[src/rtl/psum_acc_ctrl.sv]
// -----------------------------------------------------------------------------
// psum_acc_ctrl
//   Sequencer for the two-stage, 3-row psum adder tree of the conv kernel.
//   It admits PE-row beats into the tree, steers the tree's psum input (zero,
//   or the bias, for the first input channel of a pixel, and the tree's own
//   output for later channels), and captures each finished pixel sum into a
//   valid/ready result register. A job covers cfg_npix pixels of
//   max(cfg_ich,1) input channels each and ends with a one-cycle done pulse.
//
//   Optional build macro: PSUM_ACC_CTRL_BIAS_EN adds i_cfg_bias, which is
//   latched at start and used as the first-channel psum instead of zero.
//
// Ports:
//   i_clk, i_rst         clock, asynchronous active-high reset
//   i_start              one-cycle job start (ignored unless idle)
//   i_cfg_ich            input channels per pixel (0 is treated as 1)
//   i_cfg_npix           output pixels per job (0 finishes immediately)
//   i_cfg_bias           first-channel psum (only with PSUM_ACC_CTRL_BIAS_EN)
//   o_busy, o_done       job in progress / one-cycle job-end pulse
//   i_pe_valid           PE rows present a beat
//   o_pe_ready           beat accepted this cycle when i_pe_valid is high
//   i_tree_psum_out      adder tree output (LAT cycles after its input)
//   o_tree_psum_in       psum driven into the adder tree
//   o_res_valid          pixel result available
//   i_res_ready          downstream accepts the result
//   o_res_data           pixel result (stable while o_res_valid is high)
// -----------------------------------------------------------------------------
module psum_acc_ctrl #(
  parameter int DWIDTH = 25,
  parameter int CH_W   = 8,
  parameter int PIX_W  = 16,
  parameter int LAT    = 2
) (
  input  logic              i_clk,
  input  logic              i_rst,
  input  logic              i_start,
  input  logic [CH_W-1:0]   i_cfg_ich,
  input  logic [PIX_W-1:0]  i_cfg_npix,
`ifdef PSUM_ACC_CTRL_BIAS_EN
  input  logic [DWIDTH-1:0] i_cfg_bias,
`endif
  output logic              o_busy,
  output logic              o_done,
  input  logic              i_pe_valid,
  output logic              o_pe_ready,
  input  logic [DWIDTH-1:0] i_tree_psum_out,
  output logic [DWIDTH-1:0] o_tree_psum_in,
  output logic              o_res_valid,
  input  logic              i_res_ready,
  output logic [DWIDTH-1:0] o_res_data
);

  typedef enum logic [1:0] {
    S_IDLE  = 2'd0,
    S_RUN   = 2'd1,
    S_DRAIN = 2'd2,
    S_DONE  = 2'd3
  } state_t;

  localparam logic [CH_W-1:0]  CH_ONE  = {{(CH_W-1){1'b0}}, 1'b1};
  localparam logic [PIX_W-1:0] PIX_ONE = {{(PIX_W-1){1'b0}}, 1'b1};

  state_t              r_state;
  state_t              w_next_state;
  logic [CH_W-1:0]     r_ich;
  logic [PIX_W-1:0]    r_npix;
  logic [CH_W-1:0]     r_ch_cnt;
  logic [PIX_W-1:0]    r_pix_cnt;
  // Bit k is set k+1 cycles after an accept; the top bit marks the cycle in
  // which the tree output holds that beat's sum.
  logic [LAT-1:0]      r_vld_sr;
  logic [LAT-1:0]      r_last_sr;
  logic                r_res_valid;
  logic [DWIDTH-1:0]   r_res_data;
  logic                r_busy;
  logic                r_done;

  logic                w_start_job;
  logic                w_is_last;
  logic                w_is_last_pix;
  logic                w_spacing_ok;
  logic                w_slot_ok;
  logic                w_pe_ready;
  logic                w_accept;
  logic                w_capture;
  logic                w_res_hs;
  logic [DWIDTH-1:0]   w_first_psum;

`ifdef PSUM_ACC_CTRL_BIAS_EN
  logic [DWIDTH-1:0]   r_bias;
  assign w_first_psum = r_bias;
`else
  assign w_first_psum = {DWIDTH{1'b0}};
`endif

  assign w_start_job   = (r_state == S_IDLE) && i_start;
  assign w_is_last     = (r_ch_cnt == (r_ich - CH_ONE));
  assign w_is_last_pix = (r_pix_cnt == (r_npix - PIX_ONE));
  // Tree still busy with a beat issued fewer than LAT cycles ago.
  assign w_spacing_ok  = ~|r_vld_sr[LAT-2:0];
  // A last beat needs the result register to be free by its capture: no
  // capture may still be pending, and any held result must leave this cycle.
  assign w_slot_ok     = (~|r_last_sr) && (!r_res_valid || i_res_ready);
  assign w_pe_ready    = (r_state == S_RUN) && w_spacing_ok && (!w_is_last || w_slot_ok);
  assign w_accept      = i_pe_valid && w_pe_ready;
  assign w_capture     = r_vld_sr[LAT-1] && r_last_sr[LAT-1];
  assign w_res_hs      = r_res_valid && i_res_ready;

  assign o_pe_ready     = w_pe_ready;
  assign o_tree_psum_in = (r_ch_cnt == {CH_W{1'b0}}) ? w_first_psum : i_tree_psum_out;
  assign o_busy         = r_busy;
  assign o_done         = r_done;
  assign o_res_valid    = r_res_valid;
  assign o_res_data     = r_res_data;

  // Next-state logic for the job sequencer.
  always_comb begin
    w_next_state = r_state;
    case (r_state)
      S_IDLE: begin
        if (i_start) begin
          w_next_state = (i_cfg_npix == {PIX_W{1'b0}}) ? S_DONE : S_RUN;
        end else begin
          w_next_state = S_IDLE;
        end
      end
      S_RUN: begin
        if (w_accept && w_is_last && w_is_last_pix) begin
          w_next_state = S_DRAIN;
        end else begin
          w_next_state = S_RUN;
        end
      end
      S_DRAIN: begin
        // Final result has been captured and is leaving this cycle.
        if (w_res_hs && (~|r_last_sr)) begin
          w_next_state = S_DONE;
        end else begin
          w_next_state = S_DRAIN;
        end
      end
      S_DONE: begin
        w_next_state = S_IDLE;
      end
      default: begin
        w_next_state = S_IDLE;
      end
    endcase
  end

  // State register and registered status outputs.
  always_ff @(posedge i_clk or posedge i_rst) begin
    if (i_rst) begin
      r_state <= S_IDLE;
      r_busy  <= 1'b0;
      r_done  <= 1'b0;
    end else begin
      r_state <= w_next_state;
      r_busy  <= (w_next_state == S_RUN) || (w_next_state == S_DRAIN);
      r_done  <= (w_next_state == S_DONE);
    end
  end

  // Job configuration and channel/pixel counters.
  always_ff @(posedge i_clk or posedge i_rst) begin
    if (i_rst) begin
      r_ich     <= {CH_W{1'b0}};
      r_npix    <= {PIX_W{1'b0}};
      r_ch_cnt  <= {CH_W{1'b0}};
      r_pix_cnt <= {PIX_W{1'b0}};
`ifdef PSUM_ACC_CTRL_BIAS_EN
      r_bias    <= {DWIDTH{1'b0}};
`endif
    end else if (w_start_job) begin
      r_ich     <= (i_cfg_ich == {CH_W{1'b0}}) ? CH_ONE : i_cfg_ich;
      r_npix    <= i_cfg_npix;
      r_ch_cnt  <= {CH_W{1'b0}};
      r_pix_cnt <= {PIX_W{1'b0}};
`ifdef PSUM_ACC_CTRL_BIAS_EN
      r_bias    <= i_cfg_bias;
`endif
    end else if (w_accept) begin
      if (w_is_last) begin
        r_ch_cnt  <= {CH_W{1'b0}};
        r_pix_cnt <= r_pix_cnt + PIX_ONE;
      end else begin
        r_ch_cnt  <= r_ch_cnt + CH_ONE;
      end
    end
  end

  // In-flight beat tracking through the adder tree latency.
  always_ff @(posedge i_clk or posedge i_rst) begin
    if (i_rst) begin
      r_vld_sr  <= {LAT{1'b0}};
      r_last_sr <= {LAT{1'b0}};
    end else begin
      r_vld_sr  <= {r_vld_sr[LAT-2:0], w_accept};
      r_last_sr <= {r_last_sr[LAT-2:0], w_accept && w_is_last};
    end
  end

  // Result register: capture wins over handshake, though the last-beat
  // gating keeps the two from coinciding.
  always_ff @(posedge i_clk or posedge i_rst) begin
    if (i_rst) begin
      r_res_valid <= 1'b0;
      r_res_data  <= {DWIDTH{1'b0}};
    end else if (w_capture) begin
      r_res_valid <= 1'b1;
      r_res_data  <= i_tree_psum_out;
    end else if (w_res_hs) begin
      r_res_valid <= 1'b0;
    end
  end

endmodule

[config.mk]
export PLATFORM = sky130hd
export DESIGN_NAME = psum_acc_ctrl
export DESIGN_NICKNAME = d
export VERILOG_FILES = /design/src/rtl/psum_acc_ctrl.sv
export SDC_FILE = /design/constraint.sdc
export NUM_CORES = 1
export LEC_CHECK = 0
export ABC_AREA = 1
export CORE_MARGIN = 8
export CORE_UTILIZATION = 35
export CTS_BUF_LIST = sky130_fd_sc_hd__clkbuf_8
export DETAILED_ROUTE_END_ITERATION = 16
export GPL_ROUTABILITY_DRIVEN = 0
export HOLD_SLACK_MARGIN = 0.1
export SLEW_MARGIN = 10
export SYNTH_ARGS = -nofsm -noshare
export SYNTH_HDL_FRONTEND = slang
export SYNTH_SLANG_ARGS = --single-unit
[constraint.sdc]
create_clock -name i_clk -period 8.2 [get_ports i_clk]
set_input_delay 1.64 -clock i_clk [delete_from_list [all_inputs] [get_ports i_clk]]
set_output_delay 1.64 -clock i_clk [all_outputs]
set_load 0.02 [all_outputs]
==> impl_metrics.env, run 1 <==
export IMPL_status="complete, no violations"
export IMPL_die_h_um=132.7
export IMPL_dpl_hpwl_mm=9.431
export IMPL_max_clock_path_buffers=2
export IMPL_critPathCaptureType="primary output"
export IMPL_timing_final_crit_period_ns=4.836
export IMPL_synth_simple_area_share_pct=31.56
export IMPL_synth_net_count=727
export IMPL_cts_setup_buffers=0
export IMPL_yosysUniqueCellTypes=28
export IMPL_synth_edf_count=0
export IMPL_fillCellCount=1334
export IMPL_synth_top_area_share_pct=43.02
export IMPL_ys_flop_type="dfrtp_1"
export IMPL_utilization_pct=46.76
export IMPL_antenna_found_initial=0
export IMPL_holdBufCountCts=0
export IMPL_synth_seq_cells=82
export IMPL_setup_viol_count_final=0
export IMPL_grt_pass1_wl_mm=20.59
export IMPL_crit_required_ns=6.56
export IMPL_wl_mm=12.42
export IMPL_port_buffers=107
export IMPL_avgSynthCellArea_um2=7.151
export IMPL_layout_commonest_cell="nand2_1"
export IMPL_hold_viol=0
export IMPL_io_pins=108
export IMPL_regArea_mm2=0.002052
export IMPL_drive_gt1_share_pct=3.238
export IMPL_vias=4515
export IMPL_clock_sinks=82
export IMPL_worstHoldPathType="reg2reg"
export IMPL_syn_area_mm2=0.004770
export IMPL_yosys_warnings=0
export IMPL_path_class="in2out"
export IMPL_grt_setup_unrepaired="false"
export IMPL_detail_route_antenna_nets=0
export IMPL_slew_limit_headroom_pct=31.43
export IMPL_ys_async_sr_fraction_pct=100.0
export IMPL_firstDrtPassIters=5
export IMPL_grt_pass1_vias=4216
export IMPL_nets=827
export IMPL_cap_viol_max_count=0
export IMPL_drv_slew=0
export IMPL_drt_initial_drc_count=261
export IMPL_worstSkewPairLatency_ns=0.37
export IMPL_synth_area_leaders="dfrtp_1 (43%), nand2_1 (15%), nor2_1 (7.2%)"
export IMPL_yosys_area_top_type="dfrtp_1"
export IMPL_power_density_mw_per_mm2=334.5
export IMPL_tightest_slew_ns=1.029
export IMPL_cp_max_fo=3
export IMPL_cts_buffers=9
export IMPL_vias_per_cell=4.763
export IMPL_overflow=0
export IMPL_finalClockSkew_ns=0.01523
export IMPL_routedWlPerCell_um=13.10
export IMPL_vdd_drop_max_mv=0.1013
export IMPL_synthesis_instances=667
export IMPL_finalCritPeriodShare_pct=58.98
export IMPL_cts_clk_slew_worst_paths_ns=0.10
export IMPL_synth_compound_area_share_pct=7.004
export IMPL_die_w_um=132.7
export IMPL_setup_tns_final_ns=0
export IMPL_htreeDepth=3
export IMPL_multi_input_area_mm2=0.002285
export IMPL_post_cts_resized=0
export IMPL_grt_max_degree=83
export IMPL_yosysSeqAreaShare_pct=43.02
export IMPL_synth_top_family_by_area="simple AND/OR/NAND/NOR gates"
export IMPL_leakage_nw=3.072
export IMPL_cp_arrival_ns=3.20
export IMPL_grtUsageTotal_pct=13.95
export IMPL_startpoint_type="input port"
export IMPL_p_total_mw=2.079
export IMPL_antenna_cells=0
export IMPL_fmax_mhz=206.8
export IMPL_die_area_mm2=0.01762
export IMPL_core_area_mm2=0.01330
export IMPL_drc=0
export IMPL_initial_utilization_pct=35.87
export IMPL_syn_to_final_growth_pct=30.35
export IMPL_synth_adder_area_share_pct=1.574
export IMPL_fp_row_count=42
export IMPL_synth_xor_area_share_pct=7.581
export IMPL_root_buffer="clkbuf_8"
export IMPL_final_cell_mix="nand2_1 (189), clkdlybuf4s50_1 (107), nor2_1 (92)"
export IMPL_cts_tree="yes"
export IMPL_synthMuxAreaShare_pct=0
export IMPL_whs_ns=0.3911
## critical path: stages
cell and delay (ns):
clkdlybuf4s50_1 0.45, o21ai_0 0.29, nand3_1 0.14, nand2_1 0.10, inv_1 0.04, clkdlybuf4s50_1 0.53
## path summary, 6_finish.rpt
kind / start / endpoint / slack [ns] / cells after the start
hold reg to reg: r_vld_sr[0] / r_vld_sr[1] / 0.39 / 0
max in group asynchronous: i_rst / r_npix[12] / 5.62 / 3
min in group asynchronous: i_rst / o_res_data[9] / 1.91 / 3
setup reg to reg: r_ich[0] / r_pix_cnt[14] / 5.27 / 15
setup / recovery: i_res_ready / o_pe_ready / 3.36 / 6
hold / removal: r_vld_sr[0] / r_vld_sr[1] / 0.39 / 0
## registers in the layout (all words and copies together) (netlist names)
register	flops
r_ich	8
r_ch_cnt	8
r_pix_cnt	16
r_vld_sr	2
o_done	1
r_state	2
o_busy	1
r_npix	16
o_res_valid	1
o_res_data	25
r_last_sr	2
## power breakdown
group | switching [mW] | internal [mW] | total, mW
clock network | 0.182 | 0.122 | 0.304
logic | 0.649 | 0.466 | 1.12
registers | 0.130 | 0.530 | 0.660
total | 0.961 | 1.12 | 2.08
## stage by stage
step | setup slack, ns | area (um^2) | cells
6_report | 3.364 | 6217 | 948
5_1_grt | 3.282 | 6217 | 948
4_1_cts | 3.342 | 6206 | 947
3_5_place_dp | 3.359 | 6001 | 931
3_3_place_gp | 3.369 | 6001 | 931
2_1_floorplan | 4.452 | 4770 | 667
## Yosys cell counts, types with 2 or more instances
master	number
xnor2_1	11
xor2_1	25
nor3b_1	2
nand2_1	189
nand3_1	48
nor2_1	92
nor3_1	8
nor4_1	6
o21ai_0	46
inv_2	2
dfrtp_1	82
inv_1	90
o21ai_1	7
nand4_1	10
clkbuf_1	18
o22ai_1	5
nand3b_1	4
buf_4	2
a21oi_1	6
ha_1	6
## per-layer routing
metal	global-route usage [%]	share of wire, %	vias up
li1	-	-	2289
met1	19.83	52	2043
met2	20.65	40	171
met3	3.520	7.1	12
met4	3.281	0.81	0
met5	0	0	-
## cell families (layout without fill, tap and decap cells)
family / count (synthesis) / count (layout)
and+or+nand+nor: 361 / 361
buffers and inverters: 115 / 220
DFF: 82 / 82
AOI/OAI and AO/OA: 65 / 65
xor gates and xnor gates: 38 / 38
adders and majority gates: 6 / 6
## area by class of cell
class,count,share of cell area (%)
Multi-Input combinational cell,470,36.75
Sequential cell,82,33.00
Timing Repair Buffer,111,17.77
Inverter,93,5.635
Tap cell,176,3.542
Clock buffer,9,1.992
Clock inverter,7,1.308
Power figures use the tool's default switching activity.
==> run 2: changes to the inputs <==
==> constraint.sdc (replaced) <==
create_clock -name i_clk -period 3.9 [get_ports i_clk]
set_input_delay 0.78 -clock i_clk [delete_from_list [all_inputs] [get_ports i_clk]]
set_output_delay 0.78 -clock i_clk [all_outputs]
set_load 0.02 [all_outputs]
==> run 2 against run 1 <==
Design area up 0.32%; core utilization up 0.15 points; via count down 0.27%; worst hold slack worse by 0.0058 ns; setup slack worse by 2.8 ns; sequential share of layout area down 0.11 points; largest cell class unchanged; die area unchanged; largest power group unchanged; sequential power up 110%; combinational power up 110%.
==> impl_metrics.env, run 2 (synthesis results as in run 1) <==
export IMPL_status="complete, no violations"
export IMPL_post_route_cell_area_mm2=0.006237
export IMPL_multi_input_area_mm2=0.002285
export IMPL_max_clock_path_buffers=2
export IMPL_crit_required_ns=3.12
export IMPL_vdd_drop_max_mv=0.2176
export IMPL_largest_reg_flops=25
export IMPL_nets=829
export IMPL_cpMaxStageDelayCell="clkdlybuf4s50_1"
export IMPL_setup_viol_count_final=0
export IMPL_cap_viol_max_count=0
export IMPL_htreeDepth=3
export IMPL_p_total_mw=4.359
export IMPL_drt_initial_drc_count=228
export IMPL_dpl_cell_area_mm2=0.006023
export IMPL_drv_slew=0
export IMPL_grt_pass1_vias=4284
export IMPL_tightest_slew_ns=0.9953
export IMPL_firstDrtPassIters=5
export IMPL_die_w_um=132.7
export IMPL_routedWlPerCell_um=13.05
export IMPL_core_area_mm2=0.01330
export IMPL_critPathMaxStageDelay_ns=0.53
export IMPL_power_density_mw_per_mm2=698.9
export IMPL_worstSkewPairLatency_ns=0.35
export IMPL_final_cell_mix="nand2_1 (189), clkdlybuf4s50_1 (107), nor2_1 (92)"
export IMPL_cp_arrival_ns=2.59
export IMPL_antenna_cells=0
export IMPL_cts_buffers=9
export IMPL_path_class="reg2out"
export IMPL_grtUsageTotal_pct=14.29
export IMPL_syn_to_final_growth_pct=30.77
export IMPL_initial_utilization_pct=35.87
export IMPL_finalCritPeriodShare_pct=86.44
export IMPL_dpl_hpwl_mm=9.641
export IMPL_leakage_nw=3.078
export IMPL_antenna_found_initial=0
export IMPL_overflow=0
export IMPL_grt_setup_unrepaired="false"
export IMPL_finalClockSkew_ns=0.008800
export IMPL_die_h_um=132.7
export IMPL_critPathBufInv=4
export IMPL_startpoint_type="flip-flop"
export IMPL_vias_per_cell=4.740
export IMPL_clock_sinks=82
export IMPL_grt_pass1_wl_mm=21.12
export IMPL_cpLargestDelayFamily="simple AND/OR/NAND/NOR gates"
export IMPL_drive_gt1_share_pct=3.488
export IMPL_critPathCaptureType="primary output"
export IMPL_holdBufCountCts=0
export IMPL_die_area_mm2=0.01762
export IMPL_worstHoldPathType="reg2reg"
export IMPL_cts_tree="yes"
export IMPL_setup_tns_final_ns=0
export IMPL_fillCellCount=1324
export IMPL_wl_mm=12.40
export IMPL_regArea_mm2=0.002052
export IMPL_layout_commonest_cell="nand2_1"
export IMPL_fmax_mhz=296.6
export IMPL_port_buffers=107
export IMPL_path_cells="inv_1, ha_1, nand2_1, inv_1, nor2_1, nand2_1, nor2_1, nand3_1, nor2_1, nand3_1, nand2_1, inv_1, clkdlybuf4s50_1"
export IMPL_grt_max_degree=59
export IMPL_detail_route_antenna_nets=0
export IMPL_cp_max_fo=6
export IMPL_hold_viol=0
export IMPL_cts_clk_slew_worst_paths_ns=0.09
export IMPL_slew_limit_headroom_pct=33.65
export IMPL_post_cts_resized=0
export IMPL_io_pins=108
export IMPL_root_buffer="clkbuf_8"
export IMPL_vias=4503
export IMPL_drc=0
export IMPL_cts_setup_buffers=0
export IMPL_timing_final_crit_period_ns=3.371
export IMPL_fp_row_count=42
-- run 2: cell count changes in the layout (fill, tap and decap cells not counted), sizes merged --
cell      change
buf           +2
bufinv        +1
clkbuf        +2
clkinv        -1
clkinvlp      +2
inv           -4
-- run 2: area by class of cell --
type                            count  share of cell area [%]
Multi-Input combinational cell    470                   36.63
Sequential cell                    82                   32.90
Timing Repair Buffer              113                   17.89
Inverter                           93                   5.617
Tap cell                          176                   3.531
Clock buffer                       11                   2.427
Clock inverter                      5                   1.003
-- run 2: final timing paths --
check	startpoint	endpoint	slack, ns	cells after the start
hold reg to reg	r_last_sr[0]	r_last_sr[1]	0.39	0
setup reg to reg	r_ich[0]	r_pix_cnt[12]	1.06	15
min in group asynchronous	i_rst	o_res_data[12]	0.95	2
max in group asynchronous	i_rst	o_res_data[18]	2.21	3
setup / recovery	r_ich[0]	o_pe_ready	0.53	13
hold / removal	r_last_sr[0]	r_last_sr[1]	0.39	0
-- run 2: worst reg2reg max path: stages (launching register included) --
cell,delay [ns]
dfrtp_1,0.38
inv_1,0.15
ha_1,0.27
nand2_1,0.07
inv_1,0.03
nor2_1,0.08
nand2_1,0.09
nor2_1,0.13
nand3_1,0.08
nor2_1,0.16
nand2_1,0.13
inv_2,0.07
nand4_2,0.26
nand2_1,0.64
nand2_1,0.11
o21ai_1,0.10
-- run 2: per-stage QoR --
step	hold slack [ns]	cells	setup WS (ns)	util (%)
2_1_floorplan	0.3543	667	1.012	-
3_3_place_gp	0.3695	934	0.7945	45.30
3_5_place_dp	0.3757	934	0.7751	45.30
4_1_cts	0.3879	950	0.5066	46.91
5_1_grt	0.4053	950	0.2550	46.91
6_report	0.3852	950	0.5290	46.91
-- run 2: where the power goes --
group	total (mW)	switching [mW]	leakage (nW)	internal (mW)
logic	2.31	1.33	2.02	0.973
clock network	0.651	0.318	0.102	0.333
registers	1.40	0.286	0.959	1.11
-- run 2: per-layer routing --
layer	vias to the layer above	routed length, um	track usage [%]
li1	2293	-	-
met1	2056	6431	20.12
met2	143	5081	21.33
met3	11	738	2.914
met4	0	151	4.606
met5	-	0	0
==> run 3: changes to the inputs <==
--- a/config.mk
+++ b/config.mk
@@ -10,7 +10,6 @@
 export CORE_UTILIZATION = 35
 export CTS_BUF_LIST = sky130_fd_sc_hd__clkbuf_8
 export DETAILED_ROUTE_END_ITERATION = 16
-export GPL_ROUTABILITY_DRIVEN = 0
 export HOLD_SLACK_MARGIN = 0.1
 export SLEW_MARGIN = 10
 export SYNTH_ARGS = -nofsm -noshare
==> results of run 3 <==
Final layout, timing and power as in run 2 (identical DEF).
